### src/rtl/midi_uart_rx_if.sv
`default_nettype none
// ============================================================================
// Module      : midi_uart_rx_if
// Description : Byte-stream handshake between the MIDI UART receiver and the
//               MIDI message decoder. The receiver drives it (master) and the
//               decoder observes it (slave). There is no backpressure.
// Revision    : 1.0 - initial release
// ============================================================================
interface midi_uart_rx_if #(
  parameter int BYTE_WIDTH = 8
);

  // Last good byte, held until the next good byte arrives
  logic [BYTE_WIDTH-1:0] data_out;
  // One-cycle strobe: data_out carries a new byte this cycle
  logic                  data_out_ready;
  // One-cycle strobe: a frame ended with its stop bit low
  logic                  framing_error;

  modport master (
    output data_out,
    output data_out_ready,
    output framing_error
  );

  modport slave (
    input  data_out,
    input  data_out_ready,
    input  framing_error
  );

endinterface
`default_nettype wire

### src/rtl/midi_uart_rx.sv
`default_nettype none
// ============================================================================
// Module      : midi_uart_rx
// Description : MIDI DIN serial receiver (8N1). Two-flop synchroniser,
//               mid-bit sampling, start-bit glitch rejection and stop-bit
//               framing check. Each good byte is presented with a one-cycle
//               data_out_ready strobe; a low stop bit gives a one-cycle
//               framing_error strobe and leaves data_out untouched.
// Revision    : 1.0 - initial release
// ============================================================================
module midi_uart_rx #(
  parameter int CLOCK_FREQ = 50_000_000,
  parameter int BAUD_RATE  = 31_250
) (
  input  wire            clock_50_000_000,
  input  wire            reset_l,
  input  wire            midi_rx,
  midi_uart_rx_if.master rx_if
);

  localparam int CLKS_PER_BIT = CLOCK_FREQ / BAUD_RATE;
  localparam int HALF_BIT     = CLKS_PER_BIT / 2;
  localparam int CNT_W        = $clog2(CLKS_PER_BIT);

  // Counter values at which a sample is taken (counter starts at 0)
  localparam logic [CNT_W-1:0] CNT_BIT_LAST  = CNT_W'(CLKS_PER_BIT - 1);
  localparam logic [CNT_W-1:0] CNT_HALF_LAST = CNT_W'(HALF_BIT - 1);

  localparam logic [2:0] S_WAIT_HIGH = 3'd0;
  localparam logic [2:0] S_IDLE      = 3'd1;
  localparam logic [2:0] S_START     = 3'd2;
  localparam logic [2:0] S_DATA      = 3'd3;
  localparam logic [2:0] S_STOP      = 3'd4;

  // Synchroniser and its fill tracker
  logic             sync1_q;
  logic             sync2_q;
  logic [1:0]       primed_q;
  logic             rx_s;
  logic             w_primed;

  // Control state and datapath
  logic [2:0]       state_q,   state_d;
  logic [CNT_W-1:0] cnt_q,     cnt_d;
  logic [2:0]       bit_idx_q, bit_idx_d;
  logic [7:0]       shift_q,   shift_d;

  // Registered outputs
  logic [7:0]       data_out_q;
  logic             ready_q;
  logic             ferr_q;

  // Stop-bit verdicts, valid only on the stop sample cycle
  logic             w_byte_done;
  logic             w_frame_bad;

  assign rx_s = sync2_q;

  // The synchroniser resets to 1, which is not a real observation of the
  // line. WAIT_HIGH ignores rx_s until both flops hold genuine samples, so a
  // line that is low across reset release cannot look like a return to idle.
  assign w_primed = primed_q[1];

  // Two-flop synchroniser for the asynchronous serial line
  always_ff @(posedge clock_50_000_000 or negedge reset_l) begin
    if (!reset_l) begin
      sync1_q  <= 1'b1;
      sync2_q  <= 1'b1;
      primed_q <= 2'b00;
    end else begin
      sync1_q  <= midi_rx;
      sync2_q  <= sync1_q;
      primed_q <= {primed_q[0], 1'b1};
    end
  end

  // State register
  always_ff @(posedge clock_50_000_000 or negedge reset_l) begin
    if (!reset_l) begin
      state_q <= S_WAIT_HIGH;
    end else begin
      state_q <= state_d;
    end
  end

  // Next-state and datapath-next logic: bit timing, sampling and shifting
  always_comb begin
    state_d   = state_q;
    cnt_d     = cnt_q;
    bit_idx_d = bit_idx_q;
    shift_d   = shift_q;
    case (state_q)
      S_WAIT_HIGH: begin
        if (w_primed && rx_s) begin
          state_d = S_IDLE;
        end
      end
      S_IDLE: begin
        if (!rx_s) begin
          cnt_d   = '0;
          state_d = S_START;
        end
      end
      S_START: begin
        if (cnt_q == CNT_HALF_LAST) begin
          cnt_d = '0;
          if (rx_s) begin
            // Line went back high before mid start bit: a glitch
            state_d = S_IDLE;
          end else begin
            bit_idx_d = 3'd0;
            state_d   = S_DATA;
          end
        end else begin
          cnt_d = cnt_q + 1'b1;
        end
      end
      S_DATA: begin
        if (cnt_q == CNT_BIT_LAST) begin
          cnt_d   = '0;
          // LSB arrives first, so shift in from the top
          shift_d = {rx_s, shift_q[7:1]};
          if (bit_idx_q == 3'd7) begin
            state_d = S_STOP;
          end else begin
            bit_idx_d = bit_idx_q + 3'd1;
          end
        end else begin
          cnt_d = cnt_q + 1'b1;
        end
      end
      S_STOP: begin
        if (cnt_q == CNT_BIT_LAST) begin
          cnt_d   = '0;
          state_d = rx_s ? S_IDLE : S_WAIT_HIGH;
        end else begin
          cnt_d = cnt_q + 1'b1;
        end
      end
      default: begin
        state_d = S_WAIT_HIGH;
      end
    endcase
  end

  // Output decode: verdict of the stop-bit sample
  always_comb begin
    w_byte_done = 1'b0;
    w_frame_bad = 1'b0;
    if ((state_q == S_STOP) && (cnt_q == CNT_BIT_LAST)) begin
      w_byte_done = rx_s;
      w_frame_bad = !rx_s;
    end
  end

  // Datapath registers: counter, bit index, shift register
  always_ff @(posedge clock_50_000_000 or negedge reset_l) begin
    if (!reset_l) begin
      cnt_q     <= '0;
      bit_idx_q <= 3'd0;
      shift_q   <= 8'd0;
    end else begin
      cnt_q     <= cnt_d;
      bit_idx_q <= bit_idx_d;
      shift_q   <= shift_d;
    end
  end

  // Output registers: byte capture and the two one-cycle strobes
  always_ff @(posedge clock_50_000_000 or negedge reset_l) begin
    if (!reset_l) begin
      data_out_q <= 8'd0;
      ready_q    <= 1'b0;
      ferr_q     <= 1'b0;
    end else begin
      ready_q <= w_byte_done;
      ferr_q  <= w_frame_bad;
      if (w_byte_done) begin
        data_out_q <= shift_q;
      end
    end
  end

  assign rx_if.data_out       = data_out_q;
  assign rx_if.data_out_ready = ready_q;
  assign rx_if.framing_error  = ferr_q;

endmodule
`default_nettype wire

### src/flat_wrapper.sv
// flat-port wrapper written by rule: the top's interface ports become plain ports
module midi_uart_rx_flat 
#(
  parameter int CLOCK_FREQ = 50_000_000,
  parameter int BAUD_RATE  = 31_250
)
  (clock_50_000_000, reset_l, midi_rx, rx_if_data_out, rx_if_data_out_ready, rx_if_framing_error);
  midi_uart_rx_if rx_if_i ();
  input  wire clock_50_000_000;
  input  wire reset_l;
  input  wire midi_rx;
  output wire logic [$bits(rx_if_i.data_out)-1:0] rx_if_data_out;
  output wire logic [$bits(rx_if_i.data_out_ready)-1:0] rx_if_data_out_ready;
  output wire logic [$bits(rx_if_i.framing_error)-1:0] rx_if_framing_error;
  assign rx_if_data_out = rx_if_i.data_out;
  assign rx_if_data_out_ready = rx_if_i.data_out_ready;
  assign rx_if_framing_error = rx_if_i.framing_error;
  midi_uart_rx #(.CLOCK_FREQ(CLOCK_FREQ), .BAUD_RATE(BAUD_RATE)) u_core (.clock_50_000_000(clock_50_000_000), .reset_l(reset_l), .midi_rx(midi_rx), .rx_if(rx_if_i));
endmodule
### config.mk
export PLATFORM = sky130hd
export DESIGN_NAME = midi_uart_rx_flat
export DESIGN_NICKNAME = d
export VERILOG_FILES = /design/src/rtl/midi_uart_rx_if.sv /design/src/rtl/midi_uart_rx.sv /design/src/flat_wrapper.sv
export SDC_FILE = /design/constraint.sdc
export NUM_CORES = 1
export LEC_CHECK = 0
export CAP_MARGIN = 20
export CORE_MARGIN = 2
export CORE_UTILIZATION = 45
export CTS_CLUSTER_DIAMETER = 50
export CTS_CLUSTER_SIZE = 12
export DETAILED_ROUTE_END_ITERATION = 6
export PLACE_DENSITY = 0.66
export SYNTH_ARGS = -nofsm -noshare
export SYNTH_HDL_FRONTEND = slang
export SYNTH_SLANG_ARGS = --single-unit
export TNS_END_PERCENT = 1
### constraint.sdc
create_clock -name clock_50_000_000 -period 2.7 [get_ports clock_50_000_000]
set_input_delay 0.675 -clock clock_50_000_000 [delete_from_list [all_inputs] [get_ports clock_50_000_000]]
set_output_delay 0.675 -clock clock_50_000_000 [all_outputs]
set_load 0.02 [all_outputs]
==> impl_metrics.tcl, run 1 <==
set metrics [dict create \
    path_clk_slew_ps 70 \
    synthCells 162 \
    pin_count 13 \
    rows 23 \
    finalClockSkew_ps 7.641 \
    grt_pass1_vias 1243 \
    synth-warning-count 0 \
    ys_ff_latch 39 \
    die_y_um 68.35 \
    path_class "reg -> reg" \
    finalHoldViolations 0 \
    final-max-slew-violation-count 0 \
    grt_max_degree 40 \
    min_period_over_period_pct 96.20 \
    yosysMostFrequentCell "dfrtp_1" \
    required_ps 2870 \
    drt-total-wl_um 3361 \
    dieArea_sq_um 4671 \
    min_path_type "reg -> reg" \
    finalCriticalPeriod_ps 2597 \
    whs_ps 359.0 \
    cts_resized 0 \
    worst_pin_slew_ps 831.8 \
    syn-mean-instance-area_sq_um 11.50 \
    cts.htree.levels 2 \
    clk_latency_ps 290 \
    cp-end-kind "register" \
    start_util_pct 46.57 \
    nNetsFinal 182 \
    setup_viol 0 \
    vias 1263 \
    synth_commonest_cells "dfrtp_1, o21ai_0, mux2_2" \
    leakagePower_nw 0.9842 \
    root_buffer "clkbuf_8" \
    wire_per_inst_um 14.81 \
    grt_pass1_wl_um 5644 \
    yosysTopAreaCell "dfrtp_1" \
    vdd_ir_drop_max_mv 0.4451 \
    power.density_nw_per_um2 746.0 \
    viasPerCell 5.564 \
    area_delta_synth_final_pct 13.43 \
    yosysUniqueCellTypes 44 \
    crit_path_max_fanout 9 \
    n_antenna_cell 0 \
    io_buffer_count 12 \
    drt_first_pass_iters 4 \
    gp_congestion 0.8632 \
    cts_inserted_buffers 5 \
    slew_headroom_pct 44.55 \
    synth-seq-area-share_pct 52.52 \
    hpwlAfterDp_um 2388 \
    cts_setup_buffers 0 \
    cts_tree "done" \
    dominantRegCellSynth "dfrtp_1" \
    tns_ps 0 \
    drt_iter0_markers 73 \
    syn_area_sq_um 1863 \
    track_usage_pct 16.50 \
    status "finished, final reports clean" \
    clock.fmax_ghz 0.3850 \
    grt_overflow_total 0 \
    nFillCells 349 \
    hold_buffers 0 \
    synth_edf_count 0 \
    synthTopCellsByArea "dfrtp_1, mux2_4, mux2_2" \
    clockBufferDepth 2 \
    core_area_sq_um 4000 \
    syn_nets 168 \
    clock_sinks 39 \
    drtAntennaViolNets 0 \
    drc 0 \
    synth_top_area_share_pct 49.70 \
    drv_cap 0 \
    rsz0062_at_grt "false" \
    die_x_um 68.35 \
    antenna_found_initial 0 \
    drive_above_1_share_pct 20.90 \
    synth-async-reset-ratio_pct 100.0 \
    cp.arrival_ps 2770 \
    crit_path_start_kind "register" \
]
==> worst paths after layout <==
| path | slack (ps) | endpoint | start | depth (start not counted) |
|---|---|---|---|---|
| worst max-delay path | 100 | u_core.rx_if.data_out[2] | u_core.cnt_q[0] | 6 |
| worst min-delay path | 360 | u_core.rx_s | u_core.sync1_q | 0 |
| worst max register to register | 100 | u_core.rx_if.data_out[2] | u_core.cnt_q[0] | 6 |
| worst min register to register | 360 | u_core.rx_s | u_core.sync1_q | 0 |
| max in group asynchronous | 1690 | u_core.primed_q[1] | reset_l | 1 |
| min in group asynchronous | 490 | u_core.rx_if.data_out[4] | reset_l | 1 |
==> sequential cells by signal, summed over array words and instances, names as in the netlist <==
| name | cells |
|---|---|
| u_core.bit_idx_q | 3 |
| u_core.cnt_q | 11 |
| u_core.primed_q | 2 |
| u_core.rx_if.data_out | 8 |
| u_core.rx_if.data_out_ready | 1 |
| u_core.rx_if.framing_error | 1 |
| u_core.rx_s | 1 |
| u_core.shift_q | 8 |
| u_core.state_q | 3 |
| u_core.sync1_q | 1 |
==> power by group <==
group | internal [mW] | switching (mW) | leakage, nW | total, mW
combinational | 0.156 | 0.202 | 0.409 | 0.358
clock | 0.275 | 0.199 | 0.0581 | 0.474
sequential | 0.644 | 0.101 | 0.517 | 0.745
total | 1.08 | 0.501 | 0.984 | 1.58
==> routing by layer <==
layer / vias to the layer above / track usage [%] / share of wire, %
met1: 619 / 20.21 / 44
met3: 2 / 4.112 / 4.5
met2: 28 / 27.31 / 51
li1: 614 / - / -
met4: 0 / 7.500 / 0.48
met5: - / 0 / 0
==> stage by stage <==
step,total power [mW],utilization (%),cell area (sq um),std cells,setup WS [ps]
after floorplan,1.024,-,1863,162,378.9
after detailed placement,1.112,50.02,2001,219,109.4
after global routing,1.684,52.83,2113,227,17.10
final,1.576,52.83,2113,227,102.6
after global placement,1.086,50.02,2001,219,195.8
after CTS,1.594,52.83,2113,227,99.58
==> worst max-delay path, stage by stage (launching register included) <==
cell and delay [ps]:
dfrtp_1 410, ha_1 250, and4_4 280, nand2_4 60, or4_4 520, or3_1 590
mux2_4 380
==> kinds of logic after synthesis <==
kind of cell | count (synthesis) | share of synthesized area [%]
buffers and inverters | 12 | 3.761
XOR/XNOR | 1 | 0.4702
other | 1 | 0.2013
multiplexers | 18 | 12.49
flip-flops | 39 | 52.52
AND/OR/NAND/NOR | 50 | 15.25
AO/OA/AOI/OAI | 38 | 13.30
adder cells (fa/ha/maj) | 3 | 2.015
==> placed cells by master (no fill, tap or decap), drive strengths merged, types with 6 or more instances in the layout <==
cell type / netlist / final
a21oi: 9 / 9
clkdlybuf4s50: 0 / 11
dfrtp: 37 / 37
inv: 6 / 6
mux2: 18 / 18
nand2: 10 / 10
nor2: 9 / 9
o21ai: 12 / 12
==> final cells by class <==
class	instances	area, sq um	area share, %
flip-flops and latches	39	978.4	46.30
multi-input cells	111	814.5	38.54
repair buffers	13	122.6	5.802
clock buffers	5	68.82	3.256
well taps	50	62.56	2.960
clock inverters	3	43.79	2.072
inverters	6	22.52	1.066
Note: power is estimated with default switching activity, not from simulation.
==> run 2: changes to the inputs <==
- HOLD_SLACK_MARGIN: default -> 0.06
==> results of run 2 <==
The final DEF is identical to that of run 1; final timing and power are the same.
==> run 3: changes to the inputs <==
- CTS_CLUSTER_SIZE: 12 -> 20
- clock period: 2.7 -> 2.8 ns (I/O delays scaled with it)
==> run 3 against run 2 <==
  * Global-route usage rose by 0.72 points
  * Hold slack got worse by 4.5 ps
  * Maximum frequency is 0.31% lower
  * Sequential cell count unchanged
  * First-iteration DRC count shrank 11%
  * Non-clock buffer count did not move
  * Die area unchanged
  * Via count is 1.8% higher
  * Combinational power decreased by 3%
  * Cell area rose by 1.1%
  * Critical path depth unchanged
  * Sequential share of layout area is 0.51 points lower
==> impl_metrics.tcl, run 3 (synthesized netlist as in run 1, its figures left out) <==
set metrics [dict create \
    area_delta_synth_final_pct 14.71 \
    path_clk_slew_ps 70 \
    finish.utilization_pct 53.43 \
    worst_pin_slew_ps 843.5 \
    multiInputGateArea_sq_um 814.5 \
    worst-r2r-cell-count 6 \
    n_antenna_cell 0 \
    start_util_pct 46.57 \
    hold_path_depth 0 \
    nNetsFinal 182 \
    path_cells "ha_1 > and4_4 > nand2_4 > or4_4 > or3_1 > mux2_4" \
    dr.max_layer_used "met4" \
    antenna_found_initial 0 \
    cts.htree.levels 2 \
    drt-met1-wl_um 1535 \
    grt_overflow_total 0 \
    clk_latency_ps 300 \
    rsz0062_at_grt "false" \
    min_path_type "reg -> reg" \
    drt-total-wl_um 3540 \
    slew_headroom_pct 43.77 \
    required_ps 2990 \
    cpLargestDelayFamily "simple AND/OR/NAND/NOR gates" \
    crit_path_start_kind "register" \
    cts_setup_buffers 0 \
    wl_met3_um 156 \
    tns_ps 0 \
    grt_max_degree 40 \
    final_common_cell "dfrtp_1" \
    gp_congestion 0.8633 \
    cp_slowest_cell "or3_1" \
    crit_path_max_fanout 9 \
    whs_ps 354.5 \
    layout_common_cells "dfrtp_1, o21ai_0, clkdlybuf4s50_1, mux2_2" \
    clockBufferDepth 2 \
    cp_slowest_stage_delay_ps 590 \
    finalCriticalPeriod_ps 2605 \
    viasPerCell 5.665 \
    regMostFlops "u_core.cnt_q" \
    root_buffer "clkbuf_8" \
    clock.fmax_ghz 0.3838 \
    grt_pass1_vias 1297 \
    die_x_um 68.35 \
    io_buffer_count 12 \
    cts_resized 0 \
    crit_cells 6 \
    leakagePower_nw 0.9905 \
    drtAntennaViolNets 0 \
    final-max-slew-violation-count 0 \
    finalHoldViolations 0 \
    dieArea_sq_um 4671 \
    hpwlAfterDp_um 2475 \
    wl_met2_um 1785 \
    drv_cap 0 \
    cts_tree "done" \
    setup_viol 0 \
    hold_buffers 0 \
    drive_above_1_share_pct 20.90 \
    power.density_nw_per_um2 762.8 \
    vias 1286 \
    drt_first_pass_iters 4 \
    vdd_ir_drop_max_mv 0.3979 \
    clock_sinks 39 \
    cp-end-kind "register" \
    drc 0 \
    cp.buffers_inverters 0 \
    rows 23 \
    largest_reg_flops 11 \
    cts_inserted_buffers 5 \
    status "finished, final reports clean" \
    pin_count 13 \
    seq_area_sq_um 978.4 \
    track_usage_pct 17.22 \
    nFillCells 358 \
    drt_iter0_markers 65 \
    core_area_sq_um 4000 \
    die_y_um 68.35 \
    min_period_over_period_pct 93.05 \
    wire_per_inst_um 15.59 \
    finalClockSkew_ps 6.698 \
    grt_pass1_wl_um 5802 \
    path_class "reg -> reg" \
    cp.arrival_ps 2800 \
]
-- run 3: metrics by stage --
step	std cells	cell area [sq um]	setup WS [ps]	total power, mW
final	227	2137	194.6	1.630
after global routing	227	2137	92.28	1.719
after CTS	227	2137	181.0	1.641
after detailed placement	219	2001	191.2	1.076
after global placement	219	2001	295.8	1.047
after floorplan	162	1863	478.9	0.9876
-- run 3: worst register-to-register path: stages, from the launching register on --
cell     delay [ps]
dfrtp_1         410
ha_1            260
and4_4          280
nand2_4          60
or4_4           520
or3_1           590
mux2_4          380
-- run 3: power by group --
| group | internal, mW | switching (mW) |
|---|---|---|
| logic | 0.151 | 0.198 |
| clock network | 0.355 | 0.205 |
| registers | 0.621 | 0.0994 |
| total | 1.13 | 0.503 |
-- run 3: path summary, 6_finish.rpt --
kind                                     from  slack, ps                       end
setup / recovery              u_core.cnt_q[1]        190  u_core.rx_if.data_out[2]
hold / removal             u_core.primed_q[0]        350        u_core.primed_q[1]
setup reg to reg              u_core.cnt_q[1]        190  u_core.rx_if.data_out[2]
hold reg to reg            u_core.primed_q[0]        350        u_core.primed_q[1]
max in group asynchronous             reset_l       1780           u_core.cnt_q[4]
min in group asynchronous             reset_l        500  u_core.rx_if.data_out[4]
-- run 3: area by class of cell --
class | count | share of cell area (%)
clock buffer | 5 | 3.220
clock inverter | 3 | 3.162
inverter | 6 | 1.054
multi-input combinational | 111 | 38.11
sequential | 39 | 45.78
tap | 50 | 2.927
timing repair buffer | 13 | 5.738
-- run 3: layer usage --
metal,vias to the layer above,global-route usage (%)
met4,0,10.50
met2,33,29.00
met3,8,4.112
met5,-,0
met1,633,19.64
li1,612,-
